$ cat config.mk
export PLATFORM = sky130hd
export DESIGN_NAME = multicycle_controller
export DESIGN_NICKNAME = d
export VERILOG_FILES = /design/src/rtl/multicycle_controller_pkg.sv /design/src/rtl/multicycle_controller_alu_decoder.sv /design/src/rtl/multicycle_controller.sv
export SDC_FILE = /design/constraint.sdc
export NUM_CORES = 1
export LEC_CHECK = 0
export CAP_MARGIN = 20
export CORE_ASPECT_RATIO = 1.4
export CORE_MARGIN = 4
export CORE_UTILIZATION = 39
export DETAILED_ROUTE_END_ITERATION = 12
export PLACE_DENSITY = 0.76
export SYNTH_ARGS = -nofsm -noshare
export SYNTH_HDL_FRONTEND = slang
export SYNTH_SLANG_ARGS = --single-unit
$ cat constraint.sdc
create_clock -name clk -period 1.95 [get_ports clk]
set_input_delay 0.585 -clock clk [delete_from_list [all_inputs] [get_ports clk]]
set_output_delay 0.585 -clock clk [all_outputs]
set_load 0.01 [all_outputs]
$ cat src/rtl/multicycle_controller_pkg.sv
// Shared encodings for the multicycle RV32I controller: FSM states, opcodes,
// ALU operation codes and datapath mux select codes.
package multicycle_controller_pkg;

  typedef enum logic [3:0] {
    S_FETCH    = 4'd0,
    S_DECODE   = 4'd1,
    S_MEMADR   = 4'd2,
    S_MEMREAD  = 4'd3,
    S_MEMWB    = 4'd4,
    S_MEMWRITE = 4'd5,
    S_EXECR    = 4'd6,
    S_EXECI    = 4'd7,
    S_ALUWB    = 4'd8,
    S_BEQ      = 4'd9,
    S_JAL      = 4'd10
  } state_t;

  typedef enum logic [1:0] {
    ALUOP_ADD   = 2'b00,
    ALUOP_SUB   = 2'b01,
    ALUOP_FUNCT = 2'b10
  } alu_op_t;

  localparam logic [6:0] OP_LOAD   = 7'b0000011;
  localparam logic [6:0] OP_STORE  = 7'b0100011;
  localparam logic [6:0] OP_RTYPE  = 7'b0110011;
  localparam logic [6:0] OP_ITYPE  = 7'b0010011;
  localparam logic [6:0] OP_BRANCH = 7'b1100011;
  localparam logic [6:0] OP_JAL    = 7'b1101111;

  localparam logic [2:0] ALU_ADD = 3'b000;
  localparam logic [2:0] ALU_SUB = 3'b001;
  localparam logic [2:0] ALU_AND = 3'b010;
  localparam logic [2:0] ALU_OR  = 3'b011;
  localparam logic [2:0] ALU_SLT = 3'b101;

  localparam logic [1:0] RES_ALUOUT    = 2'b00;
  localparam logic [1:0] RES_DATA      = 2'b01;
  localparam logic [1:0] RES_ALURESULT = 2'b10;

  localparam logic [1:0] SRCA_PC    = 2'b00;
  localparam logic [1:0] SRCA_OLDPC = 2'b01;
  localparam logic [1:0] SRCA_RD1   = 2'b10;

  localparam logic [1:0] SRCB_RD2  = 2'b00;
  localparam logic [1:0] SRCB_IMM  = 2'b01;
  localparam logic [1:0] SRCB_FOUR = 2'b10;

  localparam logic [1:0] IMM_I = 2'b00;
  localparam logic [1:0] IMM_S = 2'b01;
  localparam logic [1:0] IMM_B = 2'b10;
  localparam logic [1:0] IMM_J = 2'b11;

  function automatic logic [1:0] imm_src_of(input logic [6:0] op);
    case (op)
      OP_STORE:  return IMM_S;
      OP_BRANCH: return IMM_B;
      OP_JAL:    return IMM_J;
      default:   return IMM_I;
    endcase
  endfunction

  function automatic logic is_supported(input logic [6:0] op);
    return (op == OP_LOAD)  || (op == OP_STORE) || (op == OP_RTYPE) ||
           (op == OP_ITYPE) || (op == OP_BRANCH) || (op == OP_JAL);
  endfunction

endpackage

$ cat src/rtl/multicycle_controller_alu_decoder.sv
// Combinational ALU decoder: maps ALUOp plus instruction fields to the
// 3-bit ALUControl code consumed by the ALU.
module alu_decoder
  import multicycle_controller_pkg::*;
(
  input  alu_op_t    alu_op,
  input  logic [2:0] funct3,
  input  logic       op_b5,
  input  logic       funct7b5,
  output logic [2:0] alu_control
);

  // NOTE: every output of a combinational block gets a default first so no
  // path through the case statements can leave it unassigned and infer a latch.
  always_comb begin
    alu_control = ALU_ADD;
    case (alu_op)
      ALUOP_SUB: alu_control = ALU_SUB;
      ALUOP_FUNCT: begin
        case (funct3)
          3'b000:  alu_control = (op_b5 && funct7b5) ? ALU_SUB : ALU_ADD;
          3'b010:  alu_control = ALU_SLT;
          3'b110:  alu_control = ALU_OR;
          3'b111:  alu_control = ALU_AND;
          default: alu_control = ALU_ADD;
        endcase
      end
      default: alu_control = ALU_ADD;
    endcase
  end

endmodule

$ cat src/rtl/multicycle_controller.sv
// Main control FSM of the multicycle RV32I core: sequences fetch, decode,
// execute and writeback, with optional wait cycles for slow memory.
module multicycle_controller
  import multicycle_controller_pkg::*;
#(
  parameter int MEM_WAIT = 0
) (
  input  logic       clk,
  input  logic       reset,
  input  logic [6:0] op,
  input  logic [2:0] funct3,
  input  logic       funct7b5,
  input  logic       Zero,
  output logic       PCWrite,
  output logic       AdrSrc,
  output logic       MemWrite,
  output logic       IRWrite,
  output logic [1:0] ResultSrc,
  output logic [1:0] ALUSrcA,
  output logic [1:0] ALUSrcB,
  output logic [1:0] ImmSrc,
  output logic       RegWrite,
  output logic [2:0] ALUControl,
  output logic       Illegal,
  output logic [3:0] StateDbg
);

  localparam logic [3:0] WAIT_LAST = 4'(MEM_WAIT);

  state_t     state, next_state, out_state;
  logic [3:0] wait_cnt;
  logic       wait_done;
  logic       pc_update, branch, ir_write, mem_write, reg_write, illegal_op;
  alu_op_t    alu_op;

  assign wait_done = (wait_cnt == WAIT_LAST);

  // NOTE: sequential state uses non-blocking assignments so every register
  // samples the pre-edge values, independent of statement order.
  always_ff @(posedge clk) begin
    if (reset) begin
      state    <= S_FETCH;
      wait_cnt <= 4'd0;
    end else begin
      state <= next_state;
      if (next_state != state)
        wait_cnt <= 4'd0;
      else if (state == S_FETCH || state == S_MEMREAD)
        wait_cnt <= wait_cnt + 4'd1;
    end
  end

  always_comb begin
    next_state = state;
    case (state)
      S_FETCH:   if (wait_done) next_state = S_DECODE;
      S_DECODE: begin
        case (op)
          OP_LOAD, OP_STORE: next_state = S_MEMADR;
          OP_RTYPE:          next_state = S_EXECR;
          OP_ITYPE:          next_state = S_EXECI;
          OP_BRANCH:         next_state = S_BEQ;
          OP_JAL:            next_state = S_JAL;
          default:           next_state = S_FETCH;
        endcase
      end
      S_MEMADR:  next_state = op[5] ? S_MEMWRITE : S_MEMREAD;
      S_MEMREAD: if (wait_done) next_state = S_MEMWB;
      S_EXECR, S_EXECI, S_JAL: next_state = S_ALUWB;
      default:   next_state = S_FETCH;
    endcase
  end

  // Reset acts on the outputs immediately so a write in flight is dropped
  // in the very cycle reset is raised.
  assign out_state = reset ? S_FETCH : state;

  always_comb begin
    pc_update  = 1'b0;
    branch     = 1'b0;
    ir_write   = 1'b0;
    mem_write  = 1'b0;
    reg_write  = 1'b0;
    illegal_op = 1'b0;
    AdrSrc     = 1'b0;
    ResultSrc  = RES_ALUOUT;
    ALUSrcA    = SRCA_PC;
    ALUSrcB    = SRCB_RD2;
    alu_op     = ALUOP_ADD;
    case (out_state)
      S_FETCH: begin
        ALUSrcB   = SRCB_FOUR;
        ResultSrc = RES_ALURESULT;
        ir_write  = wait_done;
        pc_update = wait_done;
      end
      S_DECODE: begin
        ALUSrcA    = SRCA_OLDPC;
        ALUSrcB    = SRCB_IMM;
        illegal_op = !is_supported(op);
      end
      S_MEMADR: begin
        ALUSrcA = SRCA_RD1;
        ALUSrcB = SRCB_IMM;
      end
      S_MEMREAD: AdrSrc = 1'b1;
      S_MEMWB: begin
        ResultSrc = RES_DATA;
        reg_write = 1'b1;
      end
      S_MEMWRITE: begin
        AdrSrc    = 1'b1;
        mem_write = 1'b1;
      end
      S_EXECR: begin
        ALUSrcA = SRCA_RD1;
        alu_op  = ALUOP_FUNCT;
      end
      S_EXECI: begin
        ALUSrcA = SRCA_RD1;
        ALUSrcB = SRCB_IMM;
        alu_op  = ALUOP_FUNCT;
      end
      S_ALUWB:   reg_write = 1'b1;
      S_JAL: begin
        ALUSrcA   = SRCA_OLDPC;
        ALUSrcB   = SRCB_FOUR;
        pc_update = 1'b1;
      end
      S_BEQ: begin
        ALUSrcA = SRCA_RD1;
        alu_op  = ALUOP_SUB;
        branch  = 1'b1;
      end
      default: ;
    endcase
  end

  assign PCWrite  = !reset && (pc_update || (branch && Zero));
  assign IRWrite  = !reset && ir_write;
  assign MemWrite = !reset && mem_write;
  assign RegWrite = !reset && reg_write;
  assign Illegal  = !reset && illegal_op;
  assign ImmSrc   = imm_src_of(op);
  assign StateDbg = out_state;

  alu_decoder u_alu_decoder (
    .alu_op      (alu_op),
    .funct3      (funct3),
    .op_b5       (op[5]),
    .funct7b5    (funct7b5),
    .alu_control (ALUControl)
  );

endmodule

==> flow_summary.toml, run 1 <==
[run_status]
outcome = "finished with violations"
failed_checks = "setup timing"

[synth]
synth_edf_count = 0
synth.net_count = 141
post-synth-top-area-fraction_pct = 18.3
synthArstFlopShare_pct = 0
avgSynthCellArea_um2 = 7.10
ys_seq_elements = 8
synthCells = 123
syn-cell-area_um2 = 873
synthFlopType = "dfxtp_1"
ys_seq_area_share_pct = 18.3
yosysTopAreaCell = "dfxtp_1"
synth.top_cells.by_count = "nor2_1 (12), a21oi_1 (8), dfxtp_1 (8), nand2_1 (8), nor3_1 (8)"
yosys.cell_count.top_type = "nor2_1"
synth_area_leaders = "dfxtp_1 (18%), ha_1 (5.7%), nor2_1 (5.2%), xnor2_1 (5.0%), a21oi_1 (4.6%)"
ys_types = 43
yosysWarnings = 0

[grt]
grt_overflow_total = 0
grt_pass1_vias = 1275
grt_use_total_pct = 23.8
grt_first_pass_wirelength_um = 5490
grt_max_degree = 14
antenna_found_initial = 0

[timing]
post-route-period-util_pct = 113
setup_tns_ns = -1.80
timing.final.setup_violations = 14
max-slew-margin-rel_pct = 77.0
holdWs_ns = 0.591
fmax_mhz = 452
hold_viol = 0
setup_ws_ns = -0.263
rsz0062_at_grt = "yes"
clock-skew-final_ns = 0.00447
min_period_ns = 2.21
maxSlewViolCount = 0
worstMarginPinSlew_ns = 0.344

[setup_path]
critPathMostFrequentCell = "buf_2"
reg2reg_slack_ns = 0.08
max_stage_delay_ns = 0.26
cp_max_fo = 4
path_delay_family = "simple AND/OR/NAND/NOR gates"
crit_path_top_delay_cell = "nor4b_4"
arrival_ns = 1.63
cp_cell_sequence = "buf_2 -> xnor2_2 -> and3_4 -> buf_6 -> nor4b_4 -> buf_2"
worst_ep_required_time_ns = 1.36
crit_type = "input pin to output port"
start_kind = "input pin"
critPathCaptureType = "output port"
path_buf_inv = 3

[clocking]
cts_sinks = 8
clkLatencyLatePin_ns = 0.26
cts_buffer_depth = 2
htree_levels = 1
cts_buffers = 3
cts_root_buf = "clkbuf_4"
cts_tree = "built"
clkTransAtPathRegs_ns = 0.06

[finish]
drive_above_1_share_pct = 61.6
num_antenna_cells = 0
area_growth_pct = 109
final_area_mm2 = 0.00183
nets = 223

[floorplanning]
die_area_mm2 = 0.00307
rows = 20
die_h_um = 64.0
core-area_mm2 = 0.00215
ios = 35
start_util_pct = 40.6
chipWidth_um = 48.0

[place]
pre_cts_slack_ns = -1.08
dp_hpwl_um = 2420
post_dp_cell_area_mm2 = 0.00160
io_buffers = 34
gp_congestion = 0.876

[routing]
drc = 0
vias = 1269
viasPerCell = 5.64
dr.pass1.iters = 4
routed_wl_um = 3820
wire_per_inst_um = 17.0
drt_iter0_markers = 25
drtAntennaViolNets = 0

[power]
p_leak_nw = 0.833
power_density_mw_per_mm2 = 366
ir_drop_uv = 349
p_total_mw = 0.669

[job]
max-cap-violations = 0

[hold_path]
min_path_type = "input pin to register"
worst min-delay path: stages:
cell and delay [ns]:
buf_8 0.10, buf_6 0.11, a21oi_1 0.03
final cells by class:
class	count	area (um^2)
sequential	8	175
timing repair buffer	84	684
clock buffer	3	22.5
multi-input combinational	101	893
fill	117	323
tap	22	27.5
inverter	7	26.3
metrics by stage:
| stage | cells | util (%) |
|---|---|---|
| finish | 225 | 85.0 |
| global placement | 216 | 74.4 |
| global route | 225 | 85.0 |
| CTS | 222 | 79.0 |
| detailed placement | 216 | 74.4 |
| floorplan | 123 | - |
where the power goes:
group	internal (mW)	switching [mW]	total (mW)
sequential	0.168	0.00624	0.175
combinational	0.192	0.163	0.355
clock	0.0712	0.0682	0.139
layer usage:
metal | vias to the layer above | global-route usage (%) | part of all wire, %
met5 | - | 0 | 0
met4 | 0 | 6.40 | 2.9
met3 | 15 | 2.25 | 4.8
met2 | 54 | 44.0 | 53
met1 | 589 | 26.6 | 39
li1 | 611 | - | -
cell families after synthesis:
family                   share of synthesized area [%]
flip-flops                                        18.3
XOR/XNOR                                          7.02
adder cells (fa/ha/maj)                           5.73
AND/OR/NAND/NOR                                   42.7
multiplexers                                      2.44
AO/OA/AOI/OAI                                     17.6
buffers and inverters                             6.16
worst paths after layout:
check              startpoint          end  cells after the start
setup / recovery        op[2]      Illegal                      6
hold / removal          reset     state[1]                      3
setup reg to reg     state[2]  wait_cnt[1]                      6
hold reg to reg   wait_cnt[1]  wait_cnt[1]                      3
layout by cell type, fill, tap and decap left out, drive strengths merged, types with 5 or more instances in the layout:
cell	count
a21oi	8
buf	73
dfxtp	8
dlygate4sd2	8
inv	7
nand2	8
nand3	6
nor2	12
nor2b	6
nor3	8
xnor2	5
registers in the layout (all words and copies together) (netlist names):
register and count:
state 4, wait_cnt 4
what timing repair did:
item | in CTS | in global routing
hold endpoints to repair | 0 | 0
hold buffers | 0 | 0
pin swaps | 20 | 12
setup buffers | 3 | 4
endpoints found under the setup margin | 25 | 20
gates resized for setup | 150 | 29
No activity file was read; power rests on OpenSTA's default activity.
==> run 2, diff against run 1 <==
ABC_AREA = 0   (was not set)
==> results of run 2 <==
The final DEF is identical to that of run 1; final timing and power are the same.
